<file path="src/rtl/combat_resolver.sv">
// Frame-synchronous two-player hit resolver: hitbox overlap, one hit per attack
// instance, saturating health, chip damage, hitstun and KO/winner latching.

module combat_attack #(
  parameter int POS_WIDTH    = 10,
  parameter int NUM_HITBOXES = 2,
  parameter int HP_WIDTH     = 8,
  parameter int DMG_ATK1     = 8,
  parameter int DMG_ATK2     = 12,
  parameter int CHIP_DMG     = 1
) (
  input  logic [2:0]                        atk_action_i,
  input  logic [2:0]                        dfd_action_i,
  input  logic [NUM_HITBOXES*POS_WIDTH-1:0] hit_left_i,
  input  logic [NUM_HITBOXES*POS_WIDTH-1:0] hit_right_i,
  input  logic [NUM_HITBOXES-1:0]           hit_valid_i,
  input  logic [POS_WIDTH-1:0]              hurt_left_i,
  input  logic [POS_WIDTH-1:0]              hurt_right_i,
  input  logic                              conn_i,
  input  logic [2:0]                        code_i,
  input  logic                              dfd_stunned_i,
  input  logic                              round_over_i,
  output logic                              block_o,
  output logic                              hit_o,
  output logic [HP_WIDTH-1:0]               dmg_o,
  output logic                              conn_d_o,
  output logic [2:0]                        code_d_o
);
  localparam logic [2:0] ACT_BLOCK = 3'b011;
  localparam logic [2:0] ACT_ATK1  = 3'b100;
  localparam logic [2:0] ACT_ATK2  = 3'b101;
  localparam logic [HP_WIDTH-1:0] D1 = HP_WIDTH'(DMG_ATK1);
  localparam logic [HP_WIDTH-1:0] D2 = HP_WIDTH'(DMG_ATK2);
  localparam logic [HP_WIDTH-1:0] DC = HP_WIDTH'(CHIP_DMG);

  logic [NUM_HITBOXES-1:0] box_ov;
  logic overlap, is_atk, clear, land;

  for (genvar i = 0; i < NUM_HITBOXES; i++) begin : g_box
    assign box_ov[i] = hit_valid_i[i]
                    && (hit_left_i[i*POS_WIDTH +: POS_WIDTH]  <= hurt_right_i)
                    && (hit_right_i[i*POS_WIDTH +: POS_WIDTH] >= hurt_left_i);
  end

  assign overlap = |box_ov;
  assign is_atk  = (atk_action_i == ACT_ATK1) || (atk_action_i == ACT_ATK2);
  // Leaving the attack, or switching to a different one, re-arms the attacker.
  assign clear   = conn_i && (!is_atk || (atk_action_i != code_i));
  // A stunned defender defers the hit without consuming the attack instance.
  assign land    = is_atk && overlap && !conn_i && !dfd_stunned_i && !round_over_i;
  assign block_o = land && (dfd_action_i == ACT_BLOCK);
  assign hit_o   = land && (dfd_action_i != ACT_BLOCK);

  always_comb begin
    dmg_o = '0;
    if (block_o)    dmg_o = DC;
    else if (hit_o) dmg_o = (atk_action_i == ACT_ATK1) ? D1 : D2;
  end

  assign conn_d_o = land ? 1'b1 : (clear ? 1'b0 : conn_i);
  assign code_d_o = land ? atk_action_i : code_i;
endmodule

module combat_resolver #(
  parameter int POS_WIDTH      = 10,
  parameter int NUM_HITBOXES   = 2,
  parameter int HP_WIDTH       = 8,
  parameter int MAX_HP         = 100,
  parameter int DMG_ATK1       = 8,
  parameter int DMG_ATK2       = 12,
  parameter int CHIP_DMG       = 1,
  parameter int HITSTUN_FRAMES = 12
) (
  input  logic                              clk,
  input  logic                              rst,
  input  logic                              frame_tick,
  input  logic                              round_start,
  input  logic [2:0]                        p1_action,
  input  logic [2:0]                        p2_action,
  input  logic [NUM_HITBOXES*POS_WIDTH-1:0] p1_hit_left,
  input  logic [NUM_HITBOXES*POS_WIDTH-1:0] p1_hit_right,
  input  logic [NUM_HITBOXES*POS_WIDTH-1:0] p2_hit_left,
  input  logic [NUM_HITBOXES*POS_WIDTH-1:0] p2_hit_right,
  input  logic [NUM_HITBOXES-1:0]           p1_hit_valid,
  input  logic [NUM_HITBOXES-1:0]           p2_hit_valid,
  input  logic [POS_WIDTH-1:0]              p1_hurt_left,
  input  logic [POS_WIDTH-1:0]              p1_hurt_right,
  input  logic [POS_WIDTH-1:0]              p2_hurt_left,
  input  logic [POS_WIDTH-1:0]              p2_hurt_right,
  output logic                              hit_p1_to_p2,
  output logic                              hit_p2_to_p1,
  output logic                              block_p1,
  output logic                              block_p2,
  output logic [HP_WIDTH-1:0]               p1_health,
  output logic [HP_WIDTH-1:0]               p2_health,
  output logic                              p1_stunned,
  output logic                              p2_stunned,
  output logic                              round_over,
  output logic [1:0]                        winner
);
  localparam logic [HP_WIDTH-1:0] HP_INIT = HP_WIDTH'(MAX_HP);
  localparam logic [7:0]          STUN    = 8'(HITSTUN_FRAMES);

  logic [HP_WIDTH-1:0] p1_hp_q, p2_hp_q, p1_hp_d, p2_hp_d;
  logic [HP_WIDTH:0]   p1_diff, p2_diff;
  logic [7:0]          p1_stun_q, p2_stun_q, p1_stun_d, p2_stun_d;
  logic                p1_conn_q, p2_conn_q;
  logic [2:0]          p1_code_q, p2_code_q;
  logic                hit12_q, hit21_q, blk1_q, blk2_q;
  logic                p1_stn_q, p2_stn_q, over_q;
  logic [1:0]          winner_q;
  logic                ko_p1, ko_p2;

  // a1: P1 attacking P2, a2: P2 attacking P1
  logic                a1_block, a1_hit, a1_conn_d, a2_block, a2_hit, a2_conn_d;
  logic [HP_WIDTH-1:0] a1_dmg, a2_dmg;
  logic [2:0]          a1_code_d, a2_code_d;

  combat_attack #(
    .POS_WIDTH(POS_WIDTH), .NUM_HITBOXES(NUM_HITBOXES), .HP_WIDTH(HP_WIDTH),
    .DMG_ATK1(DMG_ATK1), .DMG_ATK2(DMG_ATK2), .CHIP_DMG(CHIP_DMG)
  ) u_a1 (
    .atk_action_i(p1_action), .dfd_action_i(p2_action),
    .hit_left_i(p1_hit_left), .hit_right_i(p1_hit_right), .hit_valid_i(p1_hit_valid),
    .hurt_left_i(p2_hurt_left), .hurt_right_i(p2_hurt_right),
    .conn_i(p1_conn_q), .code_i(p1_code_q), .dfd_stunned_i(p2_stun_q != 8'd0),
    .round_over_i(over_q), .block_o(a1_block), .hit_o(a1_hit), .dmg_o(a1_dmg),
    .conn_d_o(a1_conn_d), .code_d_o(a1_code_d)
  );

  combat_attack #(
    .POS_WIDTH(POS_WIDTH), .NUM_HITBOXES(NUM_HITBOXES), .HP_WIDTH(HP_WIDTH),
    .DMG_ATK1(DMG_ATK1), .DMG_ATK2(DMG_ATK2), .CHIP_DMG(CHIP_DMG)
  ) u_a2 (
    .atk_action_i(p2_action), .dfd_action_i(p1_action),
    .hit_left_i(p2_hit_left), .hit_right_i(p2_hit_right), .hit_valid_i(p2_hit_valid),
    .hurt_left_i(p1_hurt_left), .hurt_right_i(p1_hurt_right),
    .conn_i(p2_conn_q), .code_i(p2_code_q), .dfd_stunned_i(p1_stun_q != 8'd0),
    .round_over_i(over_q), .block_o(a2_block), .hit_o(a2_hit), .dmg_o(a2_dmg),
    .conn_d_o(a2_conn_d), .code_d_o(a2_code_d)
  );

  always_comb begin
    p1_diff   = {1'b0, p1_hp_q} - {1'b0, a2_dmg};
    p2_diff   = {1'b0, p2_hp_q} - {1'b0, a1_dmg};
    p1_hp_d   = p1_diff[HP_WIDTH] ? '0 : p1_diff[HP_WIDTH-1:0];
    p2_hp_d   = p2_diff[HP_WIDTH] ? '0 : p2_diff[HP_WIDTH-1:0];
    p1_stun_d = a2_hit ? STUN : ((p1_stun_q != 8'd0) ? p1_stun_q - 8'd1 : 8'd0);
    p2_stun_d = a1_hit ? STUN : ((p2_stun_q != 8'd0) ? p2_stun_q - 8'd1 : 8'd0);
    ko_p1     = (p1_hp_d == '0);
    ko_p2     = (p2_hp_d == '0);
  end

  always_ff @(posedge clk) begin
    if (rst || round_start) begin
      p1_hp_q   <= HP_INIT;
      p2_hp_q   <= HP_INIT;
      p1_stun_q <= '0;
      p2_stun_q <= '0;
      p1_stn_q  <= 1'b0;
      p2_stn_q  <= 1'b0;
      p1_conn_q <= 1'b0;
      p2_conn_q <= 1'b0;
      p1_code_q <= '0;
      p2_code_q <= '0;
      hit12_q   <= 1'b0;
      hit21_q   <= 1'b0;
      blk1_q    <= 1'b0;
      blk2_q    <= 1'b0;
      over_q    <= 1'b0;
      winner_q  <= '0;
    end else begin
      hit12_q <= 1'b0;
      hit21_q <= 1'b0;
      blk1_q  <= 1'b0;
      blk2_q  <= 1'b0;
      if (frame_tick) begin
        p1_hp_q   <= p1_hp_d;
        p2_hp_q   <= p2_hp_d;
        p1_stun_q <= p1_stun_d;
        p2_stun_q <= p2_stun_d;
        p1_stn_q  <= (p1_stun_d != 8'd0);
        p2_stn_q  <= (p2_stun_d != 8'd0);
        p1_conn_q <= a1_conn_d;
        p2_conn_q <= a2_conn_d;
        p1_code_q <= a1_code_d;
        p2_code_q <= a2_code_d;
        hit12_q   <= a1_hit;
        hit21_q   <= a2_hit;
        blk2_q    <= a1_block;
        blk1_q    <= a2_block;
        if (!over_q && (ko_p1 || ko_p2)) begin
          over_q   <= 1'b1;
          winner_q <= {ko_p1, ko_p2};
        end
      end
    end
  end

  assign hit_p1_to_p2 = hit12_q;
  assign hit_p2_to_p1 = hit21_q;
  assign block_p1     = blk1_q;
  assign block_p2     = blk2_q;
  assign p1_health    = p1_hp_q;
  assign p2_health    = p2_hp_q;
  assign p1_stunned   = p1_stn_q;
  assign p2_stunned   = p2_stn_q;
  assign round_over   = over_q;
  assign winner       = winner_q;
endmodule
</file>
<file path="config.mk">
export PLATFORM = sky130hd
export DESIGN_NAME = combat_resolver
export DESIGN_NICKNAME = d
export VERILOG_FILES = /design/src/rtl/combat_resolver.sv
export SDC_FILE = /design/constraint.sdc
export NUM_CORES = 1
export LEC_CHECK = 0
export BUFFER_PORTS_ARGS = -buffer_cell sky130_fd_sc_hd__clkbuf_2
export CORE_UTILIZATION = 45
export CTS_CLUSTER_SIZE = 10
export DETAILED_ROUTE_END_ITERATION = 8
export PLACE_DENSITY_LB_ADDON = 0.12
export SLEW_MARGIN = 20
export SYNTH_ARGS = -nofsm -noshare
export SYNTH_HDL_FRONTEND = slang
export SYNTH_SLANG_ARGS = --single-unit
export TNS_END_PERCENT = 100
</file>
<file path="constraint.sdc">
create_clock -name clk -period 5 [get_ports clk]
set_input_delay 0.25 -clock clk [delete_from_list [all_inputs] [get_ports clk]]
set_output_delay 0.25 -clock clk [all_outputs]
set_load 0.005 [all_outputs]
</file>
== Yosys cells after proc, flatten, opt, wreduce, memory -nomap -nowiden ==
Cells that the tools add are included.
Word-level totals
  logic and storage cells: 107
  flip-flop bits (word level): 49
  input port bits: 134
  memory bits (writable): 0
  output and inout port bits: 25
  memory bits (read-only): 0
  bits in latches: 0
  memories: 0
Operators by class
  mux-type cells: 16
  divide/modulo/power cells: 0
  add/sub/neg operators: 4
  shift operators: 0
  multiply operators: 0
  reduce and logical (&&, ||, !) cells: 52
  magnitude comparators: 8
  bitwise gates (word level): 1
  equal/unequal tests: 10
Operators by type and width (count)
  8-bit 2-to-1 mux: 10
  10-bit greater-or-equal comparator: 4
  10-bit less-or-equal comparator: 4
  8-bit nonzero test: 4
  1-bit logical AND: 23
  8-bit by 8-bit subtractor with 9-bit output: 2
  8-bit logical NOT: 2
  8-bit by 1-bit subtractor with 8-bit output, second input constant: 2
  3-bit equality test, second input constant: 4
  2-bit AND reduction: 5
  1-bit logical NOT: 7
  3-bit by 2-bit equality test with 1-bit output, second input constant: 2
  1-bit logical OR: 6
  3-bit 2-to-1 mux: 2
  3-bit by 2-bit inequality test with 1-bit output, second input constant: 2
  3-bit inequality test: 2
  2-bit OR reduction: 3
  1-bit 2-to-1 mux: 4
  2-bit nonzero test: 2
  1-bit NOT: 1

== Longest topological paths before layout ==
  word-level depth: 17
  mapped depth: 18
  depth with buffers taken out: 18

== By module ==
From an unflattened synthesis, not the netlist that was laid out.
Unflattened totals
  cells, all modules: 666
  area, all modules: 5171.2 um^2
By module, submodules not included
  combat_resolver: area each 2961.6 um^2, times used 1, sequential area each 980.9 um^2, cells an instance 374
  combat_attack: area each 1104.8 um^2, times used 2, sequential area each 0.0 um^2, cells an instance 146

== Least setup slack after synthesis ==
Ideal clock, no wire load.
  path kind: flip-flop to flip-flop
  start point: register p2_stun_q[2]
  end point: register winner_q[1], in the netlist winner[1]
  setup time: 0.116 ns
  data arrival time: 3.722 ns
  slack: 1.162 ns
  path buffers: 0
  stages on the path, launching flop included: 14
  required time: 4.884 ns
  path through: dfxtp_1 or3_1 nor4_4 nand2_1 o32a_1 o21bai_1 o21bai_1 ha_1 a21oi_1 o21ai_0 mux2_2 a221oi_1 nand3b_1 a31o_2
Between the ends
  longest elaborated chain between the ends: 13
  elaborated cells between the ends (all ways): 14
  those cells by class: add/sub: 1; mux: 3; reduce/logical: 10
Ends and longest elaborated chain
  start, declared: RTL line 106  | logic [7:0] p1_stun_q, p2_stun_q, p1_stun_d, p2_stun_d;
  start signal, assigned: RTL line 181  | p2_stun_q <= p2_stun_d;
  8-bit nonzero test (*): RTL line 126  | .conn_i(p1_conn_q), .code_i(p1_code_q), .dfd_stunned_i(p2_stun_q != 8'd0),
  1-bit logical NOT (*): RTL line 50  | assign land = is_atk && overlap && !conn_i && !dfd_stunned_i && !round_over_i;
  1-bit logical AND (*) (2 in series): RTL line 50
  1-bit logical AND: RTL line 52  | assign hit_o = land && (dfd_action_i != ACT_BLOCK);
  8-bit 2-to-1 mux: RTL line 57  | else if (hit_o) dmg_o = (atk_action_i == ACT_ATK1) ? D1 : D2;
  8-bit 2-to-1 mux (*): RTL line 56  | if (block_o) dmg_o = DC;
  8-bit by 8-bit subtractor with 9-bit output (*): RTL line 145  | p2_diff = {1'b0, p2_hp_q} - {1'b0, a1_dmg};
  8-bit 2-to-1 mux (*): RTL line 147  | p2_hp_d = p2_diff[HP_WIDTH] ? '0 : p2_diff[HP_WIDTH-1:0];
  8-bit logical NOT (*): RTL line 151  | ko_p2 = (p2_hp_d == '0);
  1-bit logical OR (*): RTL line 192  | if (!over_q && (ko_p1 || ko_p2)) begin
  1-bit logical AND (*): RTL line 192
  2-bit AND reduction (no line) (*)
  end signal, assigned: RTL line 194  | winner_q <= {ko_p1, ko_p2};
  end, declared: RTL line 111  | logic [1:0] winner_q;
Every way passes the cells marked *; elsewhere a longest branch is shown, timed or not.
A chain may end at the register's enable or synchronous reset.

== Worst setup path after layout ==
Same ends and word-level chain as after synthesis.

==> reports/qor.yml <==
synth_top_cell_by_area: "ha_1"
synth-edff-count: 0
timing.rr.start: "p2_stun_q[2]$_SDFFE_PP0P_"
synthToLayoutAreaGrowth_pct: 21.56
hold_path_startpoint: "p2_action[2]"
ys.warnings.count: 0
grt_first_pass_wirelength_mm: 19.45
hold_class: "input port to register"
fmax_mhz: 221.1
rsz0062_at_grt: "no"
cts_max_path_buffers: 2
worst_pin_slew_ns: 0.6207
synth_top_area_share: 0.2486
setup_violations: 0
period_needed_ns: 4.524
required_ns: 5.21
die-area_mm2: 0.01070
grt_use_met3: 0.04032
hold_viol_final: 0
core_mm2: 0.009864
wl_per_cell_um: 13.78
crit_fanout: 7
skew_ns: 0.005104
synth_most_common_cell: "ha_1"
synth_area_mm2: 0.004631
dr.pass1.iters: 4
reg2reg_slack_ns: 0.48
gp_congestion: 0.8574
leakage_uw: 0.002801
crit_type: "register to register"
peakVddDrop_mv: 0.1381
syn_area_per_cell_um2: 7.957
hold_end: "block_p2$_SDFF_PP0_"
pin_count: 159
numCtsBuffers: 5
worst_r2r_endpoint: "winner[1]$_SDFFE_PP0P_"
fp.dieW_um: 103.4
grt_max_degree: 40
ctsResizeCount: 0
post_cts_buffers: 0
finalCritPeriodShare: 0.9047
fin_tns_setup_ns: 0
final_layout_size_suffix_gt1_frac: 0.2459
fp-row-count: 36
synth_nets: 808
busiest_layer: "met2"
grt_pass1_vias: 4514
slew_violations: 0
postSynthCellCount: 582
crit_arrival_ns: 4.73
antenna_left: 0
status: "complete, no violations"
ys_seq_area_frac: 0.2118
io_buffers: 158
cts_sinks: 49
synthFlopType: "dfxtp_1"
cts_max_level: 2
slew_headroom: 0.5755
worstSetupStartpointType: "register"
grt_use_total: 0.2286
start_util: 0.4694
finalInstanceArea_mm2: 0.005629
antenna-diode-count: 0
power_density_mw_per_mm2: 201.6
overflow: 0
dpl-instance-area_mm2: 0.005514
via_count: 4697
r2r_cells: 15
ys_top_cells_by_count: "ha_1 (92), inv_1 (69), a21oi_1 (54)"
die_h_um: 103.4
gr-usage-met2: 0.4391
cts_tree: "yes"
drt_wl_total_mm: 11.98
ys_top_cells_by_area: "ha_1 (25%), dfxtp_1 (21%), a21oi_1 (5.8%)"
ys_async_sr_fraction: 0
met1_usage: 0.2586
nNetsFinal: 961
cp-end-kind: "register"
hold_buffers: 0
hpwl_mm: 9.833
clk_latency_ns: 0.31
max-cap-violations: 0
synth-seq-cells: 49
drc: 0
clkSlewWorstSetupHoldPaths_ns: 0.09
drtIter0Drc: 140
antenna_found_initial: 0
yosysUniqueCellTypes: 65
whs_path_depth: 2
detail_route.vias_per_cell: 5.405
cts-root-buf: "clkbuf_8"
-- cell type report --
type	instances	area [um2]
Timing Repair Buffer	160	805.8
Clock buffer	5	68.82
Inverter	69	259.0
Tap cell	133	166.4
Fill cell	956	4235
Sequential cell	49	980.9
Multi-Input combinational cell	450	3302
Clock inverter	3	46.29
-- layout by cell type, fill, tap and decap left out, types with 3 or more instances in the layout --
cell | synthesis | routed
clkbuf_2 | 1 | 158
ha_1 | 92 | 92
inv_1 | 69 | 69
a21oi_1 | 54 | 54
dfxtp_1 | 49 | 49
nor2_1 | 48 | 48
nand2_1 | 32 | 32
nor3_1 | 28 | 28
o21ai_0 | 28 | 28
nand3_1 | 16 | 16
nand4_1 | 12 | 12
o21a_1 | 11 | 11
nand2b_1 | 10 | 10
a31oi_1 | 7 | 7
xor2_1 | 7 | 7
nand3b_1 | 6 | 6
or3_1 | 5 | 5
nor3b_1 | 5 | 5
nor2b_1 | 5 | 5
and3_1 | 5 | 5
or4_1 | 5 | 5
nor4_1 | 5 | 5
clkbuf_8 | 2 | 5
o211ai_1 | 4 | 4
a211oi_1 | 4 | 4
o22ai_1 | 4 | 4
o31ai_1 | 4 | 4
mux2i_1 | 4 | 4
a21o_1 | 3 | 3
xnor2_1 | 3 | 3
o221a_1 | 3 | 3
-- registers in the layout, summed over array words and instances, names as in the netlist, 2 cells and up --
signal / flops
p1_code_q: 3
winner: 2
p2_stun_q: 8
p2_health: 8
p1_health: 8
p1_stun_q: 8
p2_code_q: 3
-- worst max-delay path, cell delays in order, from the launching register on --
cell and delay [ns]:
dfxtp_1 0.37, or3_1 0.50, nor4_4 0.42, and3_1 0.22
o41ai_1 0.07, o32a_1 0.24, o21bai_1 0.28, o21bai_1 0.21
ha_1 0.32, nor2b_1 0.16, o21ai_0 0.29, nand2b_1 0.14
a211o_1 0.28, a221oi_1 0.47, nand3b_1 0.19, a31o_2 0.27
-- kinds of logic (layout without fill, tap and decap cells) --
group                    after synthesis  count (layout)  synth area share
multiplexers                           5               5           0.01108
AND/OR/NAND/NOR                      196             196            0.2291
AO/OA/AOI/OAI                        147             147            0.2054
flip-flops                            49              49            0.2118
buffers and inverters                 83             237           0.07511
XOR/XNOR                              10              10           0.01892
adder cells (fa/ha/maj)               92              92            0.2486
-- metal layers --
| layer | vias up | share of wire |
|---|---|---|
| met4 | 0 | 0.015 |
| li1 | 2431 | - |
| met3 | 18 | 0.057 |
| met2 | 143 | 0.50 |
| met1 | 2105 | 0.43 |
| met5 | - | 0 |
-- how the worst max path moves through the flow --
| stage | startpoint | end | slack (ns) | cells past startpoint |
|---|---|---|---|---|
| after global routing | p2_stun_q[2]$_SDFFE_PP0P_ | winner[1]$_SDFFE_PP0P_ | 0.17 | 15 |
| after CTS | p2_stun_q[2]$_SDFFE_PP0P_ | winner[1]$_SDFFE_PP0P_ | 0.54 | 14 |
| after global placement | p2_stun_q[2]$_SDFFE_PP0P_ | winner[1]$_SDFFE_PP0P_ | 0.73 | 14 |
| final | p2_stun_q[2]$_SDFFE_PP0P_ | winner[1]$_SDFFE_PP0P_ | 0.48 | 15 |
| after floorplan | p2_stun_q[2]$_SDFFE_PP0P_ | winner[1]$_SDFFE_PP0P_ | 1.16 | 13 |
| after detailed placement | p2_stun_q[2]$_SDFFE_PP0P_ | winner[1]$_SDFFE_PP0P_ | 0.60 | 14 |
-- power breakdown --
group          switching, uW  leakage (uW)  internal, uW
clock                    141     0.0000543           150
sequential              17.4      0.000396           403
combinational            231       0.00235           193
-- metrics by stage --
step / power [uW] / hold slack [ns] / setup slack, ns / utilization / instances
after floorplan: 721.8 / 0.3285 / 1.162 / - / 582
after global placement: 835.8 / 0.4183 / 0.7276 / 0.5590 / 861
after detailed placement: 849.3 / 0.4220 / 0.6025 / 0.5590 / 861
after CTS: 1144 / 0.1668 / 0.5448 / 0.5706 / 869
after global routing: 1227 / 0.1651 / 0.1749 / 0.5706 / 869
final: 1135 / 0.1719 / 0.4763 / 0.5706 / 869
No activity file was read; power rests on OpenSTA's default activity.
